File: config.mk
export PLATFORM = sky130hd
export DESIGN_NAME = priority_dec
export DESIGN_NICKNAME = d
export VERILOG_FILES = /design/src/rtl/priority_pkg.sv /design/src/rtl/prio_idx_fifo.sv /design/src/rtl/priority_dec.sv
export SDC_FILE = /design/constraint.sdc
export NUM_CORES = 1
export LEC_CHECK = 0
export ABC_AREA = 0
export ABC_CLOCK_PERIOD_IN_PS = 2700
export CAP_MARGIN = 20
export CORE_MARGIN = 4
export CORE_UTILIZATION = 52
export CTS_BUF_LIST = sky130_fd_sc_hd__clkbuf_8
export DETAILED_ROUTE_END_ITERATION = 8
export HOLD_SLACK_MARGIN = 0.1
export PLACE_DENSITY = 0.81
export RECOVER_POWER = 50
export SETUP_SLACK_MARGIN = 0.4
export SYNTH_ARGS = -nofsm -noshare
export SYNTH_HDL_FRONTEND = slang
export SYNTH_SLANG_ARGS = --single-unit
File: constraint.sdc
create_clock -name clk -period 2.7 [get_ports clk]
set_clock_uncertainty 0.05 [all_clocks]
set_input_delay 0.54 -clock clk [delete_from_list [all_inputs] [get_ports clk]]
set_output_delay 0.54 -clock clk [all_outputs]
set_load 0.1 [all_outputs]
File: src/rtl/priority_pkg.sv
// Shared defaults and the index-to-one-hot mapping for the priority decoder.
// Bit 0 of the one-hot vector is the highest-priority request line, so
// index WIDTH-1 maps to bit 0 and index 0 maps to the top bit.
package priority_pkg;

   localparam int DEF_WIDTH = 4;
   localparam int DEF_IDX_W = $clog2(DEF_WIDTH);
   localparam int DEF_DEPTH = 4;

   // Reference mapping: out = 1 << (WIDTH-1-idx)
   function automatic logic [DEF_WIDTH-1:0] idx_to_onehot(input logic [DEF_IDX_W-1:0] idx);
      logic [DEF_WIDTH-1:0] vec;
      vec = {DEF_WIDTH{1'b0}};
      for (int i = 0; i < DEF_WIDTH; i++) begin
         if (int'(idx) == (DEF_WIDTH - 1 - i)) begin
            vec[i] = 1'b1;
         end else begin
            vec[i] = 1'b0;
         end
      end
      return vec;
   endfunction

endpackage

File: src/rtl/prio_idx_fifo.sv
// DEPTH x IDX_W index buffer. Pushes are ignored while full and pops while
// empty, so callers may drive wr_en/rd_en without gating. Occupancy, full
// and empty are kept as registers so they can feed top-level outputs.
module prio_idx_fifo
   import priority_pkg::*;
#(
   parameter int DEPTH = DEF_DEPTH,
   parameter int IDX_W = DEF_IDX_W
) (
   input  logic                     clk,
   input  logic                     rst,
   input  logic                     wr_en,
   input  logic [IDX_W-1:0]         wr_data,
   input  logic                     rd_en,
   output logic [IDX_W-1:0]         rd_data,
   output logic [$clog2(DEPTH):0]   count,
   output logic                     full,
   output logic                     empty
);

   localparam int PTR_W = $clog2(DEPTH);
   localparam int CNT_W = PTR_W + 1;
   localparam logic [PTR_W-1:0] PTR_ONE  = PTR_W'(1);
   localparam logic [CNT_W-1:0] CNT_ONE  = CNT_W'(1);
   localparam logic [CNT_W-1:0] CNT_ZERO = CNT_W'(0);
   localparam logic [CNT_W-1:0] CNT_FULL = CNT_W'(DEPTH);

   logic [IDX_W-1:0] mem_r [DEPTH];
   logic [PTR_W-1:0] wr_ptr_r;
   logic [PTR_W-1:0] rd_ptr_r;
   logic [CNT_W-1:0] count_r;
   logic             full_r;
   logic             empty_r;

   logic             do_push_s;
   logic             do_pop_s;
   logic [CNT_W-1:0] count_nxt_s;

   // Qualify requests against the registered state and compute next occupancy
   always_comb begin
      do_push_s   = wr_en && !full_r;
      do_pop_s    = rd_en && !empty_r;
      count_nxt_s = count_r;
      case ({do_push_s, do_pop_s})
         2'b10:   count_nxt_s = count_r + CNT_ONE;
         2'b01:   count_nxt_s = count_r - CNT_ONE;
         default: count_nxt_s = count_r;
      endcase
   end

   // Pointers and occupancy flags; reset discards contents by rewinding
   always_ff @(posedge clk or posedge rst) begin
      if (rst) begin
         wr_ptr_r <= {PTR_W{1'b0}};
         rd_ptr_r <= {PTR_W{1'b0}};
         count_r  <= CNT_ZERO;
         full_r   <= 1'b0;
         empty_r  <= 1'b1;
      end else begin
         if (do_push_s) begin
            wr_ptr_r <= wr_ptr_r + PTR_ONE;
         end
         if (do_pop_s) begin
            rd_ptr_r <= rd_ptr_r + PTR_ONE;
         end
         count_r <= count_nxt_s;
         full_r  <= (count_nxt_s == CNT_FULL);
         empty_r <= (count_nxt_s == CNT_ZERO);
      end
   end

   // Storage array; stale entries are harmless once the pointers rewind
   always_ff @(posedge clk) begin
      if (do_push_s) begin
         mem_r[wr_ptr_r] <= wr_data;
      end
   end

   assign rd_data = mem_r[rd_ptr_r];
   assign count   = count_r;
   assign full    = full_r;
   assign empty   = empty_r;

endmodule

File: src/rtl/priority_dec.sv
// Registered priority decoder: buffers encoded indices without backpressure,
// turns each back into a one-hot request vector and presents it on a
// ready/valid output register. Indices arriving while the buffer is full are
// dropped and recorded in a sticky overflow flag.
module priority_dec
   import priority_pkg::*;
#(
   parameter int WIDTH = DEF_WIDTH,
   parameter int IDX_W = $clog2(WIDTH),
   parameter int DEPTH = DEF_DEPTH
) (
   input  logic                     clk,
   input  logic                     rst,
   input  logic [IDX_W-1:0]         Y,
   input  logic                     valid,
   output logic [WIDTH-1:0]         out_d,
   output logic                     out_valid,
   input  logic                     out_ready,
   output logic                     full,
   output logic [$clog2(DEPTH):0]   count,
   output logic                     overflow
);

   logic [IDX_W-1:0] head_s;
   logic             empty_s;
   logic             full_s;
   logic             load_s;
   logic [WIDTH-1:0] dec_s;

   logic [WIDTH-1:0] out_d_r;
   logic             out_valid_r;
   logic             overflow_r;

   prio_idx_fifo #(
      .DEPTH (DEPTH),
      .IDX_W (IDX_W)
   ) u_fifo (
      .clk     (clk),
      .rst     (rst),
      .wr_en   (valid),
      .wr_data (Y),
      .rd_en   (load_s),
      .rd_data (head_s),
      .count   (count),
      .full    (full_s),
      .empty   (empty_s)
   );

   // Decide whether the head moves into the output register this edge
   always_comb begin
      if (!empty_s && (!out_valid_r || out_ready)) begin
         load_s = 1'b1;
      end else begin
         load_s = 1'b0;
      end
   end

   // Head index to one-hot: index WIDTH-1 lands on bit 0 (highest priority)
   always_comb begin
      dec_s = {WIDTH{1'b0}};
      for (int i = 0; i < WIDTH; i++) begin
         if (int'(head_s) == (WIDTH - 1 - i)) begin
            dec_s[i] = 1'b1;
         end else begin
            dec_s[i] = 1'b0;
         end
      end
   end

   // Output register: load, drain to zero when accepted with nothing behind, else hold
   always_ff @(posedge clk or posedge rst) begin
      if (rst) begin
         out_d_r     <= {WIDTH{1'b0}};
         out_valid_r <= 1'b0;
      end else if (load_s) begin
         out_d_r     <= dec_s;
         out_valid_r <= 1'b1;
      end else if (out_valid_r && out_ready) begin
         out_d_r     <= {WIDTH{1'b0}};
         out_valid_r <= 1'b0;
      end
   end

   // Sticky drop flag; full is the pre-edge value so a same-edge pop cannot rescue the sample
   always_ff @(posedge clk or posedge rst) begin
      if (rst) begin
         overflow_r <= 1'b0;
      end else if (valid && full_s) begin
         overflow_r <= 1'b1;
      end
   end

   assign out_d     = out_d_r;
   assign out_valid = out_valid_r;
   assign overflow  = overflow_r;
   assign full      = full_s;

endmodule

==> results of run 1 <==
cell usage in the layout, fill, tap and decap left out, types with 2 or more instances in the layout:
master / synthesis / final
and2_1: 4 / 4
buf_4: 0 / 12
clkbuf_1: 1 / 2
clkbuf_8: 0 / 3
dfrtp_1: 14 / 12
dfrtp_4: 0 / 2
dlygate4sd2_1: 0 / 2
dlygate4sd3_1: 0 / 3
edfxtp_1: 8 / 8
ha_1: 5 / 4
inv_1: 4 / 4
mux4_2: 2 / 2
nand2_1: 7 / 7
nor3_1: 2 / 2
o21ai_0: 4 / 4
or4b_1: 2 / 2
xnor2_1: 3 / 2
xor2_1: 2 / 2
worst max-delay path, delay by kind of cell:
family,cells,cell delay [ps]
xor gates and xnor gates,1,160
AOI/OAI and AO/OA,1,230
buffers and inverters,1,230
adders and majority gates,2,570
and+or+nand+nor,3,530
kinds of logic after synthesis:
logic type               count (synthesis)  share of synthesized area [%]
adder cells (fa/ha/maj)                  6                           8.12
XOR/XNOR                                 5                           4.31
AO/OA/AOI/OAI                            8                           4.92
AND/OR/NAND/NOR                         24                           13.7
multiplexers                             4                           6.52
buffers and inverters                    5                           1.84
flip-flops                              23                           60.6
stage by stage:
stage / worst slack, ps / cell area (µm²) / hold slack (ps)
after floorplan: 400 / 1030 / 391
after global placement: 57.4 / 1200 / 395
after detailed placement: 49.1 / 1200 / 400
after CTS: 549 / 1280 / 421
after global routing: 495 / 1260 / 450
final: 540 / 1260 / 423
what timing repair did:
action                                  4_1_cts  5_1_grt
buffers inserted                              2        0
gates resized for setup                       8        0
endpoints found under the setup margin        3        0
sequential cells by signal, indices dropped and copies added (netlist names):
signal and cells:
out_d 4, out_valid 1, u_fifo.count 3, u_fifo.empty 1, u_fifo.mem_r 8, u_fifo.wr_ptr_r 2, overflow 1, u_fifo.full 1
u_fifo.rd_ptr_r 2
synthesized netlist by cell type:
library cell,number
mux2_2,1
nand2b_1,1
nor3_1,2
xor2_1,2
dfstp_2,1
and2b_2,1
or2_2,1
o21a_1,1
mux2i_1,1
inv_1,4
xnor2_1,3
a21oi_1,1
dfrtp_1,14
nor3b_1,2
clkbuf_1,1
nand2_1,7
ha_1,5
and2_1,4
mux4_2,2
nor2_1,2
a21o_1,1
o21ai_0,4
fa_1,1
edfxtp_1,8
or4b_1,2
o21ba_2,1
or4_1,1
nor2b_1,1
worst max path at each step:
| stage | to | startpoint | slack [ps] |
|---|---|---|---|
| 2_1_floorplan | u_fifo.count[2] | u_fifo.full | 400 |
| 3_5_place_dp | u_fifo.count[2] | valid | 50 |
| 5_1_grt | u_fifo.count[2] | out_ready | 490 |
| 6_report | u_fifo.count[2] | out_ready | 540 |
| 4_1_cts | u_fifo.count[2] | out_ready | 550 |
| 3_3_place_gp | u_fifo.count[2] | out_ready | 60 |
routing by layer:
metal | vias up | routed length, µm
met2 | 18 | 815
met1 | 295 | 672
li1 | 302 | -
met5 | - | 0
met4 | 0 | 55
met3 | 6 | 82
cell type report:
cell class | instances | area (µm²) | share of cell area [%]
Multi-Input combinational cell | 47 | 403 | 31.8
Timing Repair Buffer | 19 | 145 | 11.5
Clock inverter | 1 | 5.00 | 0.396
Inverter | 4 | 15.0 | 1.19
Clock buffer | 3 | 41.3 | 3.26
Sequential cell | 23 | 624 | 49.4
Tap cell | 25 | 31.3 | 2.47
==> flow_summary_export.csv, run 1 <==
group,metric,value,unit
status,status,"complete, no violations",
synthesis,yosysUniqueCellTypes,28,
clock_network,clkLatencyLatePin,260,ps
route,totalWireLength,1630,µm
synthesis,syn_nets,87,
min_path,hp-start,"overflow",
sta,fin_crit_sh,80.0,%
final_layout,stdcell_count,122,
critical_path,r2r_end,"u_fifo.count[2]",
clock_network,cts-hold-fix-buffers,0,
placed_design,portBuffers,15,
synthesis,synth_area,1020,µm²
floorplan,fp.coreArea,1780,µm²
sta,setup_violations,0,
min_path,worstHoldPathType,"flop to flop",
sta,fin_setup_tns,0,ps
clock_network,clock-sinks,23,
grt,met1_usage,17.3,%
critical_path,arrival,2260,ps
final_layout,nFillCells,135,
synthesis,yosysWarnings,0,
grt,grt.total_usage,15.3,%
run,max_cap_violations,0,
critical_path,cp-start-kind,"primary input",
critical_path,slowest_delay,380,ps
critical_path,cp_max_fo,3,
grt,overflow,0,
synthesis,ys_ff_latch,23,
final_layout,utilization,70.9,%
grt,grt_pass1_wl,2920,µm
critical_path,reg2regPathDepth,7,
grt,use_met2,26.2,%
critical_path,critPathRequiredTime,2800,ps
clock_network,cts_buffer_depth,2,
route,remaining_drc_errors,0,
synthesis,netlist_instances,75,
sta,fmax,463,MHz
floorplan,die_h,52.2,µm
grt,busiest_layer,"met2",
route,avgViaCountPerCell,5.09,
floorplan,die_w,52.2,µm
placed_design,dp_cells,116,
critical_path,path_cells,"dlygate4sd2_1 -> and2b_1 -> nor2_2 -> ha_2 -> fa_2 -> xnor2_2 -> o21a_1 -> or2_4",
synthesis,ys_top_cells_by_area,"dfrtp_1 34%, edfxtp_1 24%, ha_1 6.2%",
clock_network,clkSlewWorstSetupHoldPaths,80,ps
sta,worst_pin_slew,553,ps
final_layout,syn2layout_area_growth,24.4,%
placed_design,finalWeightedCongestion,0.757,
synthesis,yosysTopAreaCell,"dfrtp_1",
critical_path,worstSetupPathType,"primary input to flop",
final_layout,drive_above_1_share,29.9,%
sta,fin_crit,2160,ps
synthesis,synth_top_area_share,34.4,%
critical_path,end_kind,"flop",
grt,use_met3,3.70,%
clock_network,htreeDepth,1,
sta,rsz0062_at_grt,"false",
floorplan,die_area,2730,µm²
sta,hold_viol_final,0,
clock_network,cts_tree,"yes",
critical_path,r2r-start,"u_fifo.full",
synthesis,postSynthAreaPerCell,13.6,µm²
clock_network,cts-root-buf,"clkbuf_8",
synthesis,synth_seq_area_share,60.6,%
grt,grt_pass1_vias,676,
route,drtIter0Drc,6,
route,routed-via-count,621,
grt,grt_max_degree,16,
route,dr.pass1.iters,4,
final_layout,num_antenna_cells,0,
grt,antenna_found_initial,0,
sta,relSlewSlack,63.1,%
floorplan,io_pins,16,
floorplan,start_util,57.1,%
sta,maxSlewViolCount,0,
clock_network,numCtsBuffers,3,
final_layout,nNetsFinal,110,
critical_path,crit_slowest_cell,"fa_2",
min_path,worstHoldPathCells,1,
min_path,min_to,"overflow",
route,ant_nets,0,
critical_path,ff2ff_setup_slack,620,ps
floorplan,num_rows,15,
route,wl_per_cell,13.3,µm
Power of run 1 is not shown: default switching activity piles up to over one toggle a cycle in this logic, so the estimate is an artifact.
==> run 2: changes to the inputs <==
ABC_CLOCK_PERIOD_IN_PS = 2009   (was 2700)
clock period = 2.01 ns   (was 2.7 ns; I/O delays follow)
==> flow_summary_export.csv, run 2 (synthesis results as in run 1) <==
group,metric,value,unit
status,status,"complete, no violations",
final_layout,final_cell_mix,"14 x buf_4, 11 x dfrtp_1, 8 x edfxtp_1",
grt,grt_max_degree,16,
floorplan,io_pins,16,
route,avgViaCountPerCell,4.98,
route,ant_nets,0,
final_layout,stdcell_count,126,
placed_design,portBuffers,15,
min_path,worstHoldPathType,"flop to flop",
grt,antenna_found_initial,0,
grt,grt_pass1_vias,679,
critical_path,cp-start-kind,"flop",
critical_path,critPathBufInv,0,
placed_design,dp_hpwl,1270,µm
clock_network,clock-sinks,23,
clock_network,cts_tree,"yes",
final_layout,nFillCells,118,
sta,hold_ws,414,ps
critical_path,slowest_delay,470,ps
final_layout,num_antenna_cells,0,
floorplan,start_util,57.1,%
sta,hold_viol_final,0,
floorplan,num_rows,15,
critical_path,arrival,2130,ps
final_layout,syn2layout_area_growth,36.8,%
sta,worst_pin_slew,568,ps
final_layout,final_common_cell,"buf_4",
clock_network,clkLatencyLatePin,260,ps
sta,rsz0062_at_grt,"true",
grt,grt.total_usage,15.1,%
final_layout,largest_reg_flops,8,
final_layout,largest-register,"u_fifo.mem_r",
run,max_cap_violations,0,
floorplan,die_area,2730,µm²
route,totalWireLength,1710,µm
critical_path,cp_max_fo,2,
final_layout,drive_above_1_share,39.6,%
placed_design,dp_cells,120,
route,dr.pass1.iters,3,
critical_path,critPathRequiredTime,2160,ps
critical_path,end_kind,"flop",
clock_network,cts-root-buf,"clkbuf_8",
sta,fmax,505,MHz
clock_network,cts-hold-fix-buffers,0,
sta,fin_crit_sh,98.4,%
floorplan,die_w,52.2,µm
grt,overflow,0,
critical_path,path_cells,"and2b_2 -> nor2_4 -> ha_4 -> fa_2 -> nor3b_2 -> a21oi_2 -> o21ba_4",
floorplan,die_h,52.2,µm
final_layout,nNetsFinal,114,
clock_network,htreeDepth,1,
clock_network,numCtsBuffers,3,
sta,fin_crit,1980,ps
placed_design,finalWeightedCongestion,0.753,
clock_network,clkSlewWorstSetupHoldPaths,80,ps
route,routed-via-count,628,
route,drtIter0Drc,3,
critical_path,critPathTopFamily,"adder cells",
sta,relSlewSlack,62.1,%
clock_network,cts_buffer_depth,2,
grt,grt_pass1_wl,2970,µm
final_layout,utilization,78.0,%
sta,fin_setup_tns,0,ps
critical_path,crit_slowest_cell,"dfrtp_4",
sta,setup_violations,0,
sta,maxSlewViolCount,0,
route,remaining_drc_errors,0,
floorplan,fp.coreArea,1780,µm²
critical_path,worstSetupPathType,"flop to flop",
route,wl_per_cell,13.5,µm
run 2: layout make-up:
cell class              instances  area, µm²  share of cell area [%]
repair buffers                 23        233                    16.7
clock inverters                 1       3.75                   0.270
multi-input cells              47        442                    31.7
well taps                      25       31.3                    2.25
flip-flops and latches         23        626                    45.0
inverters                       4       15.0                    1.08
clock buffers                   3       41.3                    2.97
run 2: path summary, 6_finish.rpt:
check	from	end	slack [ps]	depth (start not counted)
worst max register to register	out_valid	u_fifo.full	30	7
max in group asynchronous	rst	u_fifo.full	910	2
worst min register to register	overflow	overflow	410	1
worst max-delay path	out_valid	u_fifo.full	30	7
worst min-delay path	overflow	overflow	410	1
min in group asynchronous	rst	overflow	580	2
run 2: timing repair:
item | 4_1_cts | 5_1_grt
pin swaps | 7 | 4
setup endpoints to repair | 7 | 7
gates resized for setup | 8 | 3
buffers inserted | 2 | 0
run 2: metal layers:
metal / vias up / global-route usage (%) / share of wire (%)
met5: - / 0 / 0
met4: 0 / 6.38 / 1.6
met3: 3 / 4.27 / 4.8
met2: 13 / 25.5 / 52
met1: 301 / 18.0 / 41
li1: 311 / - / -
run 2: stage by stage:
| step | worst slack [ps] | cell area, µm² |
|---|---|---|
| CTS | -38.9 | 1380 |
| detailed placement | -435 | 1310 |
| global route | -62.8 | 1390 |
| finish | 31.3 | 1390 |
| global placement | -414 | 1310 |
| floorplan | -199 | 1060 |
Power of run 2 is left out for the same reason.
==> run 3: changes to the inputs <==
SLEW_MARGIN = 5   (was not set)
==> results of run 3 <==
Same layout as run 2: the final DEF is identical, and so are final timing and power.
Power of run 3 is left out for the same reason.
